==> config.mk <==
export PLATFORM = sky130hd
export DESIGN_NAME = clk_div_prog
export DESIGN_NICKNAME = d
export VERILOG_FILES = /design/src/rtl/clk_div_pkg.sv /design/src/rtl/clk_div_cnt.sv /design/src/rtl/clk_div_prog.sv
export SDC_FILE = /design/constraint.sdc
export NUM_CORES = 1
export LEC_CHECK = 0
export BUFFER_PORTS_ARGS = -buffer_cell sky130_fd_sc_hd__clkbuf_2
export CAP_MARGIN = 20
export CORE_MARGIN = 5
export CORE_UTILIZATION = 45
export DETAILED_ROUTE_END_ITERATION = 7
export PLACE_DENSITY = 0.63
export SYNTH_ARGS = -nofsm -noshare
export SYNTH_HDL_FRONTEND = slang
export SYNTH_HIERARCHICAL = 1
export SYNTH_SLANG_ARGS = --single-unit
==> constraint.sdc <==
create_clock -name clk -period 3.21 [get_ports clk]
set_input_delay 0.1605 -clock clk [delete_from_list [all_inputs] [get_ports clk]]
set_output_delay 0.1605 -clock clk [all_outputs]
set_load 0.05 [all_outputs]
==> src/rtl/clk_div_pkg.sv <==
// clk_div_pkg: shared state encoding, defaults and high-phase helper for clk_div_prog
package clk_div_pkg;

  localparam int CNT_W_DEF   = 16;
  localparam int DIV_RST_DEF = 4;

  typedef enum logic {
    ST_IDLE = 1'b0,
    ST_RUN  = 1'b1
  } state_t;

  // High-phase length ceil(R/2); q stays high while cnt is below it
  function automatic logic [31:0] high_len(input logic [31:0] r);
    return r - (r >> 1);
  endfunction

endpackage

==> src/rtl/clk_div_cnt.sv <==
// clk_div_cnt: period counter with wrap and high-phase compares for clk_div_prog
// ODD_DUTY50_EN adds a flag marking the last high cycle of an odd period.
module clk_div_cnt
  import clk_div_pkg::*;
#(
  parameter int CNT_W = CNT_W_DEF
) (
  input  logic             clk,
  input  logic             reset,
  input  logic             i_run,
  input  logic [CNT_W-1:0] i_ratio,
  output logic             o_wrap,
  output logic             o_hi_next
`ifdef ODD_DUTY50_EN
  ,
  output logic             o_last_hi
`endif
);

  logic [CNT_W-1:0] r_cnt;
  logic [CNT_W-1:0] w_h;
  logic [CNT_W-1:0] w_cnt_inc;

  assign w_h       = CNT_W'(high_len(32'(i_ratio)));
  assign w_cnt_inc = r_cnt + CNT_W'(1);
  assign o_wrap    = r_cnt == i_ratio - CNT_W'(1);
  assign o_hi_next = w_cnt_inc < w_h;

`ifdef ODD_DUTY50_EN
  assign o_last_hi = i_ratio[0] && (i_ratio > CNT_W'(1)) && (r_cnt == w_h - CNT_W'(1));
`endif

  // Count 0..R-1 while running and wrap; hold at 0 whenever the divider is stopped
  always_ff @(posedge clk or negedge reset)
    if (!reset) r_cnt <= '0;
    else r_cnt <= (i_run && !o_wrap) ? w_cnt_inc : '0;

endmodule

==> src/rtl/clk_div_prog.sv <==
// clk_div_prog: programmable clock divider with glitch-free ratio load/ack handshake
// Optional ODD_DUTY50_EN: falling-edge flop trims q for exact 50% duty at odd ratios.
module clk_div_prog
  import clk_div_pkg::*;
#(
  parameter int CNT_W   = CNT_W_DEF,
  parameter int DIV_RST = DIV_RST_DEF
) (
  input  logic             clk,
  input  logic             reset,
  input  logic             en,
  input  logic [CNT_W-1:0] div_i,
  input  logic             div_load,
  output logic             div_ack,
  output logic             q,
  output logic             tick,
  output logic             active
);

  state_t           r_state;
  logic [CNT_W-1:0] r_ratio;
  logic [CNT_W-1:0] r_pend;
  logic             r_pend_vld;
  logic             r_q;
  logic             r_tick;
  logic             r_ack;

  logic             w_cnt_wrap;
  logic             w_hi_next;
  logic             w_wrap;
  logic             w_apply;
  logic [CNT_W-1:0] w_ratio_eff;

  // A pending ratio lands immediately when idle, otherwise only on a period boundary
  assign w_wrap      = (r_state == ST_RUN) && w_cnt_wrap;
  assign w_apply     = r_pend_vld && ((r_state == ST_IDLE) || w_wrap);
  assign w_ratio_eff = w_apply ? r_pend : r_ratio;

`ifdef ODD_DUTY50_EN
  logic w_last_hi;
  logic r_fall_neg;

  clk_div_cnt #(.CNT_W(CNT_W)) u_cnt (
    .clk       (clk),
    .reset     (reset),
    .i_run     ((r_state == ST_RUN) && en),
    .i_ratio   (r_ratio),
    .o_wrap    (w_cnt_wrap),
    .o_hi_next (w_hi_next),
    .o_last_hi (w_last_hi)
  );

  // Pull q low for the second half of the last high cycle of an odd period
  always_ff @(negedge clk or negedge reset)
    if (!reset) r_fall_neg <= 1'b0;
    else r_fall_neg <= (r_state == ST_RUN) && w_last_hi;

  assign q = r_q & ~r_fall_neg;
`else
  clk_div_cnt #(.CNT_W(CNT_W)) u_cnt (
    .clk       (clk),
    .reset     (reset),
    .i_run     ((r_state == ST_RUN) && en),
    .i_ratio   (r_ratio),
    .o_wrap    (w_cnt_wrap),
    .o_hi_next (w_hi_next)
  );

  assign q = r_q;
`endif

  // FSM, ratio handshake and registered outputs
  always_ff @(posedge clk or negedge reset) begin
    if (!reset) begin
      r_state    <= ST_IDLE;
      r_ratio    <= CNT_W'(DIV_RST);
      r_pend     <= '0;
      r_pend_vld <= 1'b0;
      r_q        <= 1'b0;
      r_tick     <= 1'b0;
      r_ack      <= 1'b0;
    end else begin
      r_ack <= w_apply;
      if (w_apply) r_ratio <= r_pend;
      if (div_load) begin
        r_pend     <= div_i;
        r_pend_vld <= 1'b1;
      end else if (w_apply) begin
        r_pend_vld <= 1'b0;
      end
      if (r_state == ST_IDLE) begin
        if (en && (w_ratio_eff != '0)) begin
          r_state <= ST_RUN;
          r_q     <= 1'b1;
          r_tick  <= 1'b1;
        end else begin
          r_q    <= 1'b0;
          r_tick <= 1'b0;
        end
      end else if (!en || (w_wrap && (w_ratio_eff == '0))) begin
        r_state <= ST_IDLE;
        r_q     <= 1'b0;
        r_tick  <= 1'b0;
      end else begin
        r_q    <= w_wrap ? 1'b1 : w_hi_next;
        r_tick <= w_wrap;
      end
    end
  end

  assign div_ack = r_ack;
  assign tick    = r_tick;
  assign active  = (r_state == ST_RUN);

endmodule

# --- After elaboration in Yosys (flattened, before gate mapping) ---
# Index checks and enable logic that the tools add are counted.
classes:
  n_reduce_logical: 13
  div: 0
  magnitude_cmp: 1
  n_shift: 0
  n_mux: 12
  bitwise: 1
  n_mul: 0
  add_sub_neg: 3
  n_eq_ne: 1
ops:
  columns: ["cell", "n"]
  rows:
  - ["$mux W16", 2]
  - ["$add A16 B1 Y16 const B", 1]
  - ["$eq A16 B16 Y1", 1]
  - ["$logic_not A16 Y1", 1]
  - ["$lt A16 B16 Y1", 1]
  - ["$reduce_bool A16 Y1", 1]
  - ["$sub A16 B1 Y16 const B", 1]
  - ["$sub A16 B15 Y16", 1]
  - ["$mux W1", 10]
  - ["$logic_and A1 B1 Y1", 6]
  - ["$logic_not A1 Y1", 2]
  - ["$logic_or A1 B1 Y1", 2]
  - ["$reduce_bool A2 Y1", 1]
  - ["$not A1 Y1", 1]
totals:
  regBits: 53
  in_bits: 20
  mem_bits_ro: 0
  ramBits: 0
  latchBits: 0
  mem_count: 0

# --- Longest topological paths before layout ---
logic_depth:
  depth_word: 11
  depth_mapped: 18
  ltp_nobuf: 18

# --- By module ---
# The synthesis kept the hierarchy.
by_module_without_submodules:
  columns: ["module", "cells_each", "area_per_inst_um2", "instances"]
  rows:
  - ["clk_div_cnt", 300, 2526.2, 1]
  - ["clk_div_prog", 94, 1455.1, 1]

# --- Least setup slack after synthesis ---
# No wires, ideal clock.
synth_path:
  kind: "reg2reg"
  from: "register r_ratio[2]"
  to: "register r_q, in the netlist q"
  arrival_time_ns: 3.114
  synth_period_minus_slack_ns: 3.196
  n_path_buf: 0
  stages_incl_launch_ff: 17
  setup_time_ns: 0.083
  path_slack_ns: 0.014
  path_cell_list: "dfstp_2 inv_1 ha_1 or2_2 o221ai_1 a21oi_1 a2111oi_0 o21bai_1 xnor2_1 ha_1 a21o_1 a21o_1 a21oi_1 o21ai_0 a21oi_1 nand2_1 o22ai_1"
synth_lines:
  columns: ["item", "line", "text"]
  rows:
  - ["start: declaration", "clk_div_prog.sv:21", "logic [CNT_W-1:0] r_ratio;"]
  - ["start signal: assignment", "clk_div_prog.sv:76", "r_ratio <= CNT_W'(DIV_RST);"]
  - ["start signal: assignment", "clk_div_prog.sv:84", "if (w_apply) r_ratio <= r_pend;"]
  - ["$sub A16 B15 Y16", "clk_div_pkg.sv:14", "return r - (r >> 1);"]
  - ["$lt A16 B16 Y1", "clk_div_cnt.sv:27", "assign o_hi_next = w_cnt_inc < w_h;"]
  - ["via w_hi_next", "clk_div_prog.sv:29", "logic w_hi_next;"]
  - ["$mux W1", "clk_div_prog.sv:105", "r_q <= w_wrap ? 1'b1 : w_hi_next;"]
  - ["$mux W1", "clk_div_prog.sv:100", "end else if (!en || (w_wrap && (w_ratio_eff == '0))) begin"]
  - ["$mux W1", "clk_div_prog.sv:91", "if (r_state == ST_IDLE) begin"]
  - ["end signal: assignment", "clk_div_prog.sv:105", null]
  - ["end: declaration", "clk_div_prog.sv:24", "logic r_q;"]
# The timed path passes the listed nets, and every way through them passes these cells.
# A chain may end at the register's enable or synchronous reset.

# --- Worst setup path after layout ---
layout_path:
  from: "register r_ratio[5]"
  to: "register r_q, in the netlist q"
# The elaborated chain is that of the path after synthesis.

==> results.md <==
* Status: complete, no violations
* Compound-Gate Fraction of Synth Area at 0.107
* Post-synth top area share at 0.327
* Congestion Overflow GR at 0
* Area grow syn2layout at 24.7%
* Syn. warnings at 6
* Actual slew at the worst max-slew pin at 0.581 ns
* Drt via density at 5.34
* Sw frac at 0.389
* Unrepaired setup endpoints after global routing: yes
* Syn avg cell area at 10.1 sq um
* GR peak layer: met2
* Main combinational cell family by area after synthesis: simple AND/OR/NAND/NOR gates
* Setup Viol. Count Final at 0
* Max cap viols at 0
* CTS Buffer Depth at 2
* Layout Cells excl Fill at 584
* DRC viols at 0
* Die ar. at 10,800 sq um
* FF+latch count, synth at 53
* Nets at 543
* Post-synth EDFFs at 0
* Net Switching at between 1 and 1.5 mW
* Gpl congestion at between 0.8 and 0.9
* CP Depth at 18
* Core Util, Final at 0.572
* Crit-path max FO at 4
* Synth top cells by count: 52 x dfrtp_1, 47 x ha_1, 38 x xnor2_1, 36 x inv_1, 32 x mux2_2
* Final min period at 3.18 ns
* Synth cell types at 58
* Gr usage total at 0.171
* Antenna violations before repair at 0
* Combinational share of power at 0.558
* Mapped Area at 3980 sq um
* Vias in the first global route at 3,207
* Fin crit share at 0.990
* Row cnt at 34
* Placed cells at 570
* Worst path slowest cell: dfrtp_1
* Via count at around 3.1k
* Root Buffer: clkbuf_8
* Clock power frac at 0.168
* Clk_lat worst skew at 0.32 ns
* H-tree depth at 2
* Top Ports at 24
* Total CTS buffers at 5
* First-pass GRT wire length at 15.5 mm
* Leakage at 2.31 nW
* Worst Hold Depth at 2
* Met1 Use GR at 0.226
* Antenna viol nets, final at 0
* CP top delay family: compound AO/OA/AOI/OAI gates
* Fmax at 315 MHz
* Proportion of synthesized area in mux cells at 0.0930
* M2 GR Usage at 0.291
* DIE HEIGHT at 104 um
* Core area at around 8700 sq um
* Synth Flop Type: dfrtp_1
* Required time of the worst setup path at 3.45 ns
* # fillers at 740
* Final Slew Violations at 0
* Power, Total at 2.89 mW
* Design Area, Final at 4970 sq um
* PD cells at slightly below 600 nW/um^2
* HP Class: input port to flop
* Clk slew on worst S/H paths at 0.10 ns
* Routed wire per std cell at approximately 16 um
* Fin worst setup slack at between 0.03 and 0.04 ns
* DIE WIDTH at 104 um
* Worst vdd ir at 385 uV
* Placed cell area at 4570 sq um
* Worst EP arrival at roughly 3.4 ns
* HPWL Detailed at 7.25 mm
* Sequential share of power at 0.275
* Layout cells sized above 1 at 0.355
* Most used cell, CP: a21oi_2
* Synth area leaders: dfrtp_1 33%, ha_1 15%, mux2_2 9.1%
* CP peak stage delay at 0.42 ns
* Bufs and invs on worst path at 3
* CTS sink cnt at 53
* Met3 Usage GRT at 0.0273
* Post-Syn Instances at just under 400
* CP cell instances: inv_1 -> ha_2 -> nand2b_1 -> a221oi_4 -> a21oi_4 -> buf_4 -> buf_4 -> a21oi_2 -> o21bai_1 -> xnor2_1 -> ha_1 -> a21o_1 -> a21o_1 -> a21oi_2 -> o21ai_1 -> a21oi_2 -> nand2_1 -> o22ai_1
* FFs w/ async S/R, synth at 1.00
* Critical path class: flop to flop
* WL final at roughly 9.2 mm
* Pin count of the biggest net entering global routing at 32
* P_int at 1.76 mW
* Post-synthesis sequential area ratio at 0.333
* Syn Nets at about 460
* Worst reg-to-reg path cell count at 18
* Final Hold Viols at 0
* ANT cells at 0
* Yosys top cell by area: dfrtp_1
* Clock skew at 0.00489 ns
* Pre-antenna DRT Iters at 4
* Iteration-0 DRC Markers at 168
* CTS tree: yes
* Post-Synth Simple-Gate Area at 0.158
* Post-Synth XOR/XNOR Area at 0.112
* Worst Setup End Kind: flop
* I/O Buffers at 23
* CP Launch Type: flop
* Rel. slew slack at 0.613
* Adder and majority cell fraction of the synthesized area at 0.153
* Most frequent cell after synthesis: dfrtp_1
* Post-Place Worst Slack at -0.258 ns
* Effective utilization at floorplan at 0.459
==> worst reg2reg max path, cell delays in order, from the launching register on <==
cell	delay, ns
dfrtp_1	0.42
inv_1	0.12
ha_2	0.23
nand2b_1	0.19
a221oi_4	0.31
a21oi_4	0.08
buf_4	0.16
buf_4	0.14
a21oi_2	0.12
o21bai_1	0.08
xnor2_1	0.13
ha_1	0.29
a21o_1	0.16
a21o_1	0.18
a21oi_2	0.11
o21ai_1	0.07
a21oi_2	0.13
nand2_1	0.07
o22ai_1	0.12
==> per-layer routing <==
metal | wire, um | vias up
li1 | - | 1552
met1 | 4250 | 1488
met2 | 4400 | 65
met3 | 373 | 15
met4 | 165 | 0
met5 | 0 | -
==> area by class of cell <==
| type | instances | area [sq um] | share of cell area |
|---|---|---|---|
| clock buffer | 5 | 68.8 | 0.0139 |
| clock inverter | 3 | 47.5 | 0.00957 |
| inverter | 36 | 138 | 0.0277 |
| multi-input combinational | 300 | 2710 | 0.546 |
| sequential | 53 | 1330 | 0.268 |
| tap | 108 | 135 | 0.0272 |
| timing repair buffer | 79 | 538 | 0.108 |
==> power groups by stage <==
stage | clock, mW | combinational, mW | sequential [mW]
2_1_floorplan | 0 | 0.872 | 0.820
3_3_place_gp | 0 | 1.34 | 0.800
3_5_place_dp | 0 | 1.37 | 0.805
4_1_cts | 0.497 | 1.47 | 0.792
5_1_grt | 0.531 | 1.77 | 0.804
6_report | 0.485 | 1.61 | 0.793
==> flip-flops by register name, summed over array words and instances, names as in the netlist <==
signal,cells
active,1
div_ack,1
q,1
r_pend,16
r_pend_vld,1
r_ratio,16
tick,1
u_cnt/r_cnt,16
==> layout by cell type, fill, tap and decap left out, types with 11 or more instances in the layout <==
master / instances
clkbuf_2: 23
xnor2_1: 38
inv_1: 31
nand2_1: 13
nand3_1: 17
ha_1: 37
buf_4: 55
dfrtp_1: 51
nor2b_1: 11
xor2_1: 13
mux2_2: 32
nor2_1: 16
a21oi_1: 11
==> cell families (layout without fill, tap and decap cells) <==
| family | count (synthesis) | count (layout) |
|---|---|---|
| AOI/OAI and AO/OA | 60 | 60 |
| xor gates and xnor gates | 51 | 51 |
| adders and majority gates | 48 | 48 |
| buffers and inverters | 41 | 123 |
| DFF | 53 | 53 |
| muxes | 33 | 33 |
| and+or+nand+nor | 108 | 108 |
==> path summary, 6_finish.rpt <==
kind                             from         end  slack (ns)
setup / recovery           r_ratio[5]           q        0.03
hold / removal               div_i[4]   r_pend[4]        0.07
setup reg to reg           r_ratio[5]           q        0.03
hold reg to reg            r_pend[11]  r_pend[11]        0.55
max in group asynchronous       reset           q        2.04
min in group asynchronous       reset   r_pend[3]        0.37
==> through the flow <==
stage          hold slack [ns]  TNS (ns)
2_1_floorplan           -0.135         0
3_3_place_gp             0.182    -0.201
3_5_place_dp             0.193    -0.258
4_1_cts                 0.0617         0
5_1_grt                 0.0474    -0.166
6_report                0.0692         0
==> timing repair <==
| action | 4_1_cts | 5_1_grt |
|---|---|---|
| pin swaps | 17 | 14 |
| setup buffers | 2 | 3 |
| hold buffers | 1 | 0 |
| endpoints found under the hold margin | 21 | 0 |
| gates resized for setup | 20 | 29 |
| endpoints found under the setup margin | 1 | 17 |
No activity file was read; power rests on OpenSTA's default activity.
